<file path="config.mk">
export PLATFORM = sky130hd
export DESIGN_NAME = dds_pport_responder
export DESIGN_NICKNAME = d
export VERILOG_FILES = /design/src/rtl/dds_pport_responder.sv
export SDC_FILE = /design/constraint.sdc
export NUM_CORES = 1
export LEC_CHECK = 0
export CORE_MARGIN = 2
export CORE_UTILIZATION = 38
export CTS_BUF_LIST = sky130_fd_sc_hd__clkbuf_4 sky130_fd_sc_hd__clkbuf_8 sky130_fd_sc_hd__clkbuf_16
export DETAILED_ROUTE_END_ITERATION = 16
export GPL_ROUTABILITY_DRIVEN = 0
export PLACE_DENSITY = 0.59
export SLEW_MARGIN = 25
export SYNTH_ARGS = -nofsm -noshare
export SYNTH_HDL_FRONTEND = slang
export SYNTH_SLANG_ARGS = --single-unit
</file>
<file path="constraint.sdc">
create_clock -name clk -period 22 [get_ports clk]
set_input_delay 4.4 -clock clk [delete_from_list [all_inputs] [get_ports clk]]
set_output_delay 4.4 -clock clk [all_outputs]
set_load 0.01 [all_outputs]
</file>
<file path="src/rtl/dds_pport_responder.sv">
// DDS-side responder for the 8-bit parallel DDS port: decodes address/data pairs into a
// shadow register file, commits shadow to active on IO_update, and drives read data back.
module dds_pport_responder #(
    parameter int unsigned ADDR_W      = 5,
    parameter int unsigned SYNC_STAGES = 2,
    parameter logic [7:0]  RST_VAL     = 8'h00
) (
    input  logic              clk,
    input  logic              rst,
    input  logic              pclk_i,
    input  logic              csb_i,
    input  logic              rwn_i,
    input  logic              ioup_i,
    input  logic [7:0]        pdata_i,
    output logic [7:0]        pdata_o,
    output logic              pdata_oe,
    input  logic [ADDR_W-1:0] rd_addr,
    output logic [7:0]        rd_data,
    output logic              wr_stb,
    output logic [7:0]        wr_addr,
    output logic [7:0]        wr_data,
    output logic              upd_stb,
    output logic [7:0]        abort_cnt,
    output logic [15:0]       txn_cnt
);

    localparam int unsigned DEPTH = 2 ** ADDR_W;
    localparam int unsigned CHAIN = SYNC_STAGES + 1;

    typedef enum logic [2:0] {IDLE, ADDR, WDATA, RDATA, DONE} stateT;

    logic [CHAIN-1:0]       pclkSr, csbSr, ioupSr;
    logic [SYNC_STAGES-1:0] rwnSr;
    logic [7:0]             pdataSr [SYNC_STAGES];

    // Synchronisers; the extra flop on the edge-detected lines holds the previous sample
    always_ff @(posedge clk) begin
        if (rst) begin
            pclkSr <= '0;
            csbSr  <= '1;
            ioupSr <= '0;
            rwnSr  <= '0;
            for (int i = 0; i < int'(SYNC_STAGES); i++) pdataSr[i] <= '0;
        end else begin
            pclkSr <= {pclkSr[CHAIN-2:0], pclk_i};
            csbSr  <= {csbSr[CHAIN-2:0], csb_i};
            ioupSr <= {ioupSr[CHAIN-2:0], ioup_i};
            rwnSr  <= {rwnSr[SYNC_STAGES-2:0], rwn_i};
            pdataSr[0] <= pdata_i;
            for (int i = 1; i < int'(SYNC_STAGES); i++) pdataSr[i] <= pdataSr[i-1];
        end
    end

    logic       pclkRise, csbRise, csbFall, csbHigh, ioupRise, rwnS;
    logic [7:0] pdataS;

    assign pclkRise = pclkSr[CHAIN-2] & ~pclkSr[CHAIN-1];
    assign csbRise  = csbSr[CHAIN-2] & ~csbSr[CHAIN-1];
    assign csbFall  = ~csbSr[CHAIN-2] & csbSr[CHAIN-1];
    assign csbHigh  = csbSr[CHAIN-2];
    assign ioupRise = ioupSr[CHAIN-2] & ~ioupSr[CHAIN-1];
    assign rwnS     = rwnSr[SYNC_STAGES-1];
    assign pdataS   = pdataSr[SYNC_STAGES-1];

    stateT       stateQ, stateNext;
    logic [7:0]  addrQ, addrNext;
    logic [7:0]  pdataQ, pdataNext;
    logic        oeQ, oeNext;
    logic        wrStbQ, wrStbNext;
    logic [7:0]  wrAddrQ, wrAddrNext, wrDataQ, wrDataNext;
    logic        updStbQ;
    logic [7:0]  abortQ;
    logic [15:0] txnQ;
    logic        shadowWe, txnInc, abortInc;

    logic [7:0] shadowMem [DEPTH];
    logic [7:0] activeMem [DEPTH];

    logic       addrInRange, busInRange;
    logic [7:0] shadowAtAddr, shadowAtBus;

    assign addrInRange  = {1'b0, addrQ} < 9'(DEPTH);
    assign busInRange   = {1'b0, pdataS} < 9'(DEPTH);
    assign shadowAtAddr = addrInRange ? shadowMem[addrQ[ADDR_W-1:0]] : 8'h00;
    assign shadowAtBus  = busInRange ? shadowMem[pdataS[ADDR_W-1:0]] : 8'h00;

    // Next-state and registered-output decode
    always_comb begin
        stateNext  = stateQ;
        addrNext   = addrQ;
        pdataNext  = pdataQ;
        oeNext     = oeQ;
        wrStbNext  = 1'b0;
        wrAddrNext = wrAddrQ;
        wrDataNext = wrDataQ;
        shadowWe   = 1'b0;
        txnInc     = 1'b0;
        abortInc   = 1'b0;
        case (stateQ)
            IDLE: begin
                oeNext = 1'b0;
                if (csbFall) stateNext = ADDR;
            end
            ADDR: begin
                if (csbRise) begin
                    stateNext = IDLE;
                    oeNext    = 1'b0;
                    abortInc  = 1'b1;
                end else if (pclkRise) begin
                    addrNext = pdataS;
                    if (rwnS) begin
                        stateNext = RDATA;
                        oeNext    = 1'b1;
                        pdataNext = shadowAtBus;
                    end else begin
                        stateNext = WDATA;
                    end
                end
            end
            WDATA: begin
                if (csbRise) begin
                    stateNext = IDLE;
                    oeNext    = 1'b0;
                    abortInc  = 1'b1;
                end else if (pclkRise) begin
                    shadowWe   = addrInRange;
                    wrStbNext  = 1'b1;
                    wrAddrNext = addrQ;
                    wrDataNext = pdataS;
                    txnInc     = 1'b1;
                    stateNext  = DONE;
                end
            end
            RDATA: begin
                pdataNext = shadowAtAddr;
                if (csbRise) begin
                    stateNext = IDLE;
                    oeNext    = 1'b0;
                    abortInc  = 1'b1;
                end else if (pclkRise) begin
                    txnInc    = 1'b1;
                    stateNext = DONE;
                end
            end
            DONE: begin
                if (csbHigh) begin
                    stateNext = IDLE;
                    oeNext    = 1'b0;
                end
            end
            default: begin
                stateNext = IDLE;
                oeNext    = 1'b0;
            end
        endcase
    end

    // State, outputs and register files; commit copies the pre-write shadow
    always_ff @(posedge clk) begin
        if (rst) begin
            stateQ  <= IDLE;
            addrQ   <= '0;
            pdataQ  <= '0;
            oeQ     <= 1'b0;
            wrStbQ  <= 1'b0;
            wrAddrQ <= '0;
            wrDataQ <= '0;
            updStbQ <= 1'b0;
            abortQ  <= '0;
            txnQ    <= '0;
            for (int i = 0; i < int'(DEPTH); i++) begin
                shadowMem[i] <= RST_VAL;
                activeMem[i] <= RST_VAL;
            end
        end else begin
            stateQ  <= stateNext;
            addrQ   <= addrNext;
            pdataQ  <= pdataNext;
            oeQ     <= oeNext;
            wrStbQ  <= wrStbNext;
            wrAddrQ <= wrAddrNext;
            wrDataQ <= wrDataNext;
            updStbQ <= ioupRise;
            if (shadowWe) shadowMem[addrQ[ADDR_W-1:0]] <= pdataS;
            if (ioupRise) begin
                for (int i = 0; i < int'(DEPTH); i++) activeMem[i] <= shadowMem[i];
            end
            if (txnInc) txnQ <= txnQ + 16'd1;
            if (abortInc && abortQ != 8'hFF) abortQ <= abortQ + 8'd1;
        end
    end

    // Bus is released combinationally so reset frees it without waiting for an edge
    assign pdata_oe  = oeQ & ~rst;
    assign pdata_o   = pdataQ;
    assign rd_data   = activeMem[rd_addr];
    assign wr_stb    = wrStbQ;
    assign wr_addr   = wrAddrQ;
    assign wr_data   = wrDataQ;
    assign upd_stb   = updStbQ;
    assign abort_cnt = abortQ;
    assign txn_cnt   = txnQ;

endmodule

</file>
==> results of run 1 <==
[synth_stat cells (4+ instances only)]
library cell / instances / share of area, %
a221oi_1: 5 / 0.15
xnor2_1: 15 / 0.46
dfxtp_1: 94 / 6.5
a22oi_1: 4 / 0.10
nor3_1: 40 / 0.70
xor2_1: 4 / 0.12
edfxtp_1: 512 / 53
nand3b_1: 7 / 0.18
buf_1: 20 / 0.26
nor4_1: 9 / 0.20
nand2b_1: 10 / 0.22
nor2b_1: 146 / 3.2
and4_1: 4 / 0.12
or3_1: 5 / 0.11
buf_6: 4 / 0.16
buf_2: 18 / 0.31
nand3_1: 20 / 0.35
nand4_1: 13 / 0.28
mux4_2: 212 / 17
o21ai_0: 8 / 0.14
nand2_1: 57 / 0.74
nor2_1: 65 / 0.85
clkbuf_1: 100 / 1.3
mux2i_1: 50 / 1.7
inv_1: 8 / 0.10
and2_1: 370 / 8.1
o22a_1: 4 / 0.12
nor2_2: 6 / 0.13
or2_2: 34 / 0.74
a21oi_1: 29 / 0.50
mux2_2: 17 / 0.67
[kinds of logic (layout without fill, tap and decap cells)]
kind of cell,after synthesis,after routing,share of synthesized area (%)
DFF,606,606,60.04
adders and majority gates,2,2,0.08704
xor gates and xnor gates,19,19,0.5789
muxes,279,279,19.02
and+or+nand+nor,804,804,16.47
AOI/OAI and AO/OA,69,69,1.589
buffers and inverters,153,241,2.220
[how the worst max path moves through the flow]
stage               startpoint         endpoint  slack, ps
floorplan                  rst  activeMem[0][0]      10270
detailed placement  rd_addr[0]       rd_data[6]       9930
global route        rd_addr[0]       rd_data[6]       9890
CTS                 rd_addr[0]       rd_data[6]       9920
global placement    rd_addr[0]       rd_data[6]      10010
finish              rd_addr[0]       rd_data[6]      10090
[metrics by stage]
stage / util, % / hold slack (ps) / total power (W)
after floorplan: - / 389.5 / 0.001439
after global placement: 40.68 / 407.9 / 0.001498
after detailed placement: 40.68 / 406.5 / 0.001501
after CTS: 43.65 / 419.8 / 0.002634
after global routing: 43.71 / 437.5 / 0.002690
final: 43.71 / 413.3 / 0.002612
[state kept, by name (all words and copies together), names as in the netlist, named ones only]
register   count
rwnSr          2
csbSr          3
wr_addr        8
ioupSr         3
stateQ         3
abort_cnt      8
oeQ            1
upd_stb        1
pdataSr       16
pclkSr         3
txn_cnt       16
pdata_o        8
wr_data        8
activeMem    256
wr_stb         1
addrQ          8
shadowMem    256
[cells in the final DEF, fill, tap and decap left out, types with 6 or more instances in the layout]
cell               n
nor2_2             6
edfxtp_1         512
nand2b_1           9
nand3_1           20
mux4_2           212
mux2i_1           50
clkdlybuf4s50_1   74
nand3b_1           7
buf_4             31
inv_1              7
clkinv_1          11
mux2_2            17
and2_1           370
clkinv_2          13
o21ai_0            8
nor2b_1          146
clkbuf_16         71
nor2_1            64
dfxtp_1           88
clkbuf_4          18
xnor2_1           15
a21oi_1           29
nand2_1           57
nand4_1           13
nor3_1            40
or2_2             34
nor4_1             9
[per-layer routing]
metal / track usage [%] / part of all wire, % / up-vias
li1: - / - / 7297
met1: 30.57 / 44 / 8519
met2: 29.38 / 42 / 800
met3: 7.489 / 11 / 121
met4: 6.438 / 2.7 / 4
met5: 0.6879 / 0.11 / -
[final cells by class]
cell class                 instances  area, sq um
tap                              969         1212
inverter                           8        30.03
sequential                       606        17270
fill                            6549        42050
clock buffer                      91         1939
multi-input combinational       1173        10860
clock inverter                    33        281.5
timing repair buffer             109         1052
[where the power goes]
group	internal [W]	switching (W)
clock network	0.000670	0.000466
logic	0.0000691	0.0000797
registers	0.00129	0.0000365
total	0.00203	0.000582
==> results_dict.tcl, run 1 <==
set metrics [dict create \
    cp_slowest_cell "mux4_2" \
    critPathLaunchType "primary input" \
    cts_tree "done" \
    grt_max_degree 197 \
    portBuffers 77 \
    slew_headroom_pct 31.96 \
    hp-start "csbSr[0]" \
    nNetsFinal 1987 \
    clockBufferDepth 3 \
    async_flop_share_pct 0 \
    path_cells "buf_4 > buf_4 > buf_12 > mux4_2 > mux4_2 > mux2_2 > clkdlybuf4s50_1" \
    worstHoldPathCells 1 \
    synthCells 1932 \
    dpl.hpwl_microns 55610 \
    rsz0062_at_grt "false" \
    synth_nets 1953 \
    cts_hold_buf 0 \
    ys_seq_elements 606 \
    ys_seq_area_share_pct 60.04 \
    finalCritPeriodShare_pct 54.13 \
    drt-vias-per-instance 5.601 \
    grt-ovfl-total 0 \
    setup_viol 0 \
    status "finished, final reports clean" \
    worst-setup-path-type "in2out" \
    grt_usage_pct 21.05 \
    place_area_sq_um 30380 \
    rows 100 \
    start_util_pct 38.48 \
    reg2reg_from "stateQ[1]" \
    max_freq_ghz 0.08397 \
    postCtsSetupBuffers 0 \
    stdcell_count 2989 \
    final_hold_viol_count 0 \
    pin_count 78 \
    cp_num_cells 7 \
    yosysUniqueCellTypes 57 \
    tightest_slew_ps 1021 \
    die_y_microns 279.0 \
    die-area_sq_um 77860 \
    p_leak_nw 11.23 \
    drc 0 \
    holdCritPathClass "reg2reg" \
    ir_drop_mv 0.04463 \
    min_to "csbSr[1]" \
    cts_resized 0 \
    crit_family "buffers and inverters" \
    fp.dieW_microns 279.0 \
    crit_fanout 24 \
    yosys_warnings 0 \
    setup-tns-final_ps 0 \
    slowest_delay_ps 570 \
    crit_arrival_ps 7510 \
    drt_pass1_iterations 5 \
    critical_path_buf_inv_count 4 \
    grt_pass1_wl_microns 118800 \
    antenna_found_initial 3 \
    synth-edff-count 512 \
    syn_avg_cell_area_sq_um 14.88 \
    r2r_end "shadowMem[7][7]" \
    power_density_nw_per_um2 80.01 \
    antenna_left 0 \
    dpl.cell_count 2863 \
    final_area_sq_um 32650 \
    clk_latency_ps 620 \
    r2r_slack_ps 18590 \
    endpoint_kind "output port" \
    finalCriticalPeriod_ps 11910 \
    critPathRequiredTime_ps 17600 \
    slew_viol_final 0 \
    core_area_sq_um 74700 \
    htreeDepth 3 \
    area_growth_pct 13.59 \
    grt_pass1_vias 16790 \
    ys.flop_type "edfxtp_1" \
    reg2reg_depth 7 \
    routedWlPerCell_microns 27.10 \
    root_buffer "clkbuf_16" \
    num_vias 16740 \
    pre_cts_ws_ps 9926 \
    skew_ps 30.54 \
    drtIter0Drc 1837 \
    clkTransAtPathRegs_ps 50 \
    cts.sinks 606 \
    syn_area_sq_um 28740 \
    drt-total-wl_microns 81000 \
    final_layout_size_suffix_gt1_share_pct 21.58 \
    antenna_cells 0 \
    numCtsBuffers 68 \
    drv_cap 0 \
    worst_slack_ps 10090 \
]
No activity file was read; power rests on OpenSTA's default activity.
==> run 2, diff against run 1 <==
Clock period 22 ns to 12.3 ns, I/O delays scaled along.
==> run 2 against run 1 <==
Net effect:
- sequential share of layout area about the same
- wire length increased by 0.64%
- final cell count unchanged
- critical path depth decreased by 1
- sequential power increased by 79%
- global-route usage increased by 0.081 points
- count of clock-buffer cells in the layout decreased by 8
- clock power increased by 82%
- cell area about the same
- register-to-register slack got worse by 9700 ps
- critical path type unchanged
- critical endpoint unchanged
==> results_dict.tcl, run 2 (synthesized netlist as in run 1, its figures left out) <==
set metrics [dict create \
    drc 0 \
    num_vias 16830 \
    use_met1_pct 30.41 \
    most-common-layout-cells "edfxtp_1 (512), and2_1 (370), mux4_2 (212)" \
    start_util_pct 38.48 \
    endpoint_kind "output port" \
    path_cells "buf_4 > buf_4 > mux4_2 > mux4_2 > mux2_2 > clkdlybuf4s50_1" \
    area_growth_pct 13.64 \
    antenna_left 0 \
    p_comb_share_pct 5.6 \
    multiInputGateArea_sq_um 10860 \
    final_layout_size_suffix_gt1_share_pct 21.37 \
    final_hold_viol_count 0 \
    portBuffers 77 \
    fin_util_pct 43.73 \
    critPathLaunchType "primary input" \
    clkTransAtPathRegs_ps 50 \
    grt_busiest_layer "met1" \
    cts.sinks 606 \
    clockBufferDepth 3 \
    drv_cap 0 \
    clk_latency_ps 620 \
    finalCriticalPeriod_ps 8125 \
    htreeDepth 3 \
    crit_arrival_ps 5670 \
    tightest_slew_ps 1051 \
    cts_resized 0 \
    holdCritPathClass "reg2reg" \
    p_switching_w 0.001047 \
    nNetsFinal 1983 \
    slowest_delay_ps 790 \
    seqPwrFrac_pct 50.3 \
    clkPwrFrac_pct 44.1 \
    die-area_sq_um 77860 \
    grt_usage_pct 21.13 \
    skew_ps 29.08 \
    postCtsSetupBuffers 0 \
    grt_pass1_wl_microns 119100 \
    critical_path_buf_inv_count 3 \
    p_leak_nw 11.21 \
    critPathRequiredTime_ps 9840 \
    drt_pass1_iterations 6 \
    slew_headroom_pct 29.92 \
    cts_tree "done" \
    numCtsBuffers 68 \
    status "finished, final reports clean" \
    grt-ovfl-total 0 \
    cp_slowest_cell "buf_4" \
    intPower_w 0.003674 \
    drtIter0Drc 1879 \
    final_common_cell "edfxtp_1" \
    setup-tns-final_ps 0 \
    use_met2_pct 29.63 \
    worst-setup-path-type "in2out" \
    crit_fanout 45 \
    antenna_found_initial 2 \
    cts_hold_buf 0 \
    dpl.hpwl_microns 56140 \
    finalCritPeriodShare_pct 66.06 \
    grt_use_met3_pct 7.882 \
    crit_family "buffers and inverters" \
    fillers 6531 \
    drt-vias-per-instance 5.629 \
    power_density_nw_per_um2 144.5 \
    rsz0062_at_grt "false" \
    fp.dieW_microns 279.0 \
    rows 100 \
    drt-total-wl_microns 81520 \
    pin_count 78 \
    grt_pass1_vias 16800 \
    switching_share_pct 22.18 \
    ir_drop_mv 0.07904 \
    max_freq_ghz 0.1231 \
    grt_max_degree 146 \
    die_y_microns 279.0 \
    reg_top3 "activeMem (256), shadowMem (256)" \
    slew_viol_final 0 \
    setup_viol 0 \
    seqCellArea_sq_um 17270 \
    core_area_sq_um 74700 \
    routedWlPerCell_microns 27.27 \
    root_buffer "clkbuf_16" \
]
## run 2: cell types whose count changed in the layout (fill, tap and decap cells not counted), sizes merged
| cell | change |
|---|---|
| clkbuf | -8 |
| clkinvlp | +4 |
| bufinv | +3 |
| diode | +3 |
| buf | -4 |
| clkinv | +4 |
| inv | -2 |
## run 2: worst register-to-register path, cell delays in order, from the launching register on
cell and delay [ps]:
dfxtp_1 530, nand3b_1 210, nor4_2 690, nand4b_1 180
buf_4 280, nor2_1 750, or2_2 490
## run 2: cell type report
class	count	share of cell area (%)
Antenna cell	3	0.02298
Clock buffer	83	5.753
Sequential cell	606	52.88
Tap cell	969	3.712
Clock inverter	42	1.268
Inverter	8	0.09193
Timing Repair Buffer	105	3.015
Multi-Input combinational cell	1173	33.26
## run 2: final timing paths
kind,start,to,slack (ps),cells past startpoint
hold / removal,csbSr[0],csbSr[1],410,1
setup reg to reg,stateQ[1],shadowMem[5][4],8850,6
setup / recovery,rd_addr[0],rd_data[6],4170,6
hold reg to reg,csbSr[0],csbSr[1],410,1
## run 2: stage by stage
step | cells | total power, W | instance area [sq um] | setup WS (ps) | hold WS, ps
after floorplan | 1932 | 0.002574 | 28740 | 2508 | 389.5
after global placement | 2861 | 0.002679 | 30360 | 4189 | 412.4
after detailed placement | 2861 | 0.002684 | 30360 | 4107 | 403.2
after CTS | 2986 | 0.004761 | 32650 | 4099 | 416.7
after global routing | 2987 | 0.004860 | 32660 | 3953 | 434.9
final | 2989 | 0.004721 | 32660 | 4175 | 412.2
## run 2: power groups by stage
stage / Combinational, W / Sequential [W] / Clock [W]
2_1_floorplan: 0.000188 / 0.00239 / 0
3_3_place_gp: 0.000263 / 0.00242 / 0
3_5_place_dp: 0.000267 / 0.00242 / 0
4_1_cts: 0.000269 / 0.00237 / 0.00212
5_1_grt: 0.000283 / 0.00238 / 0.00220
6_report: 0.000265 / 0.00238 / 0.00208
## run 2: layer usage
metal	share of wire, %	vias to the layer above
met5	0	-
met4	2.7	0
li1	-	7305
met1	44	8550
met2	42	852
met3	12	118
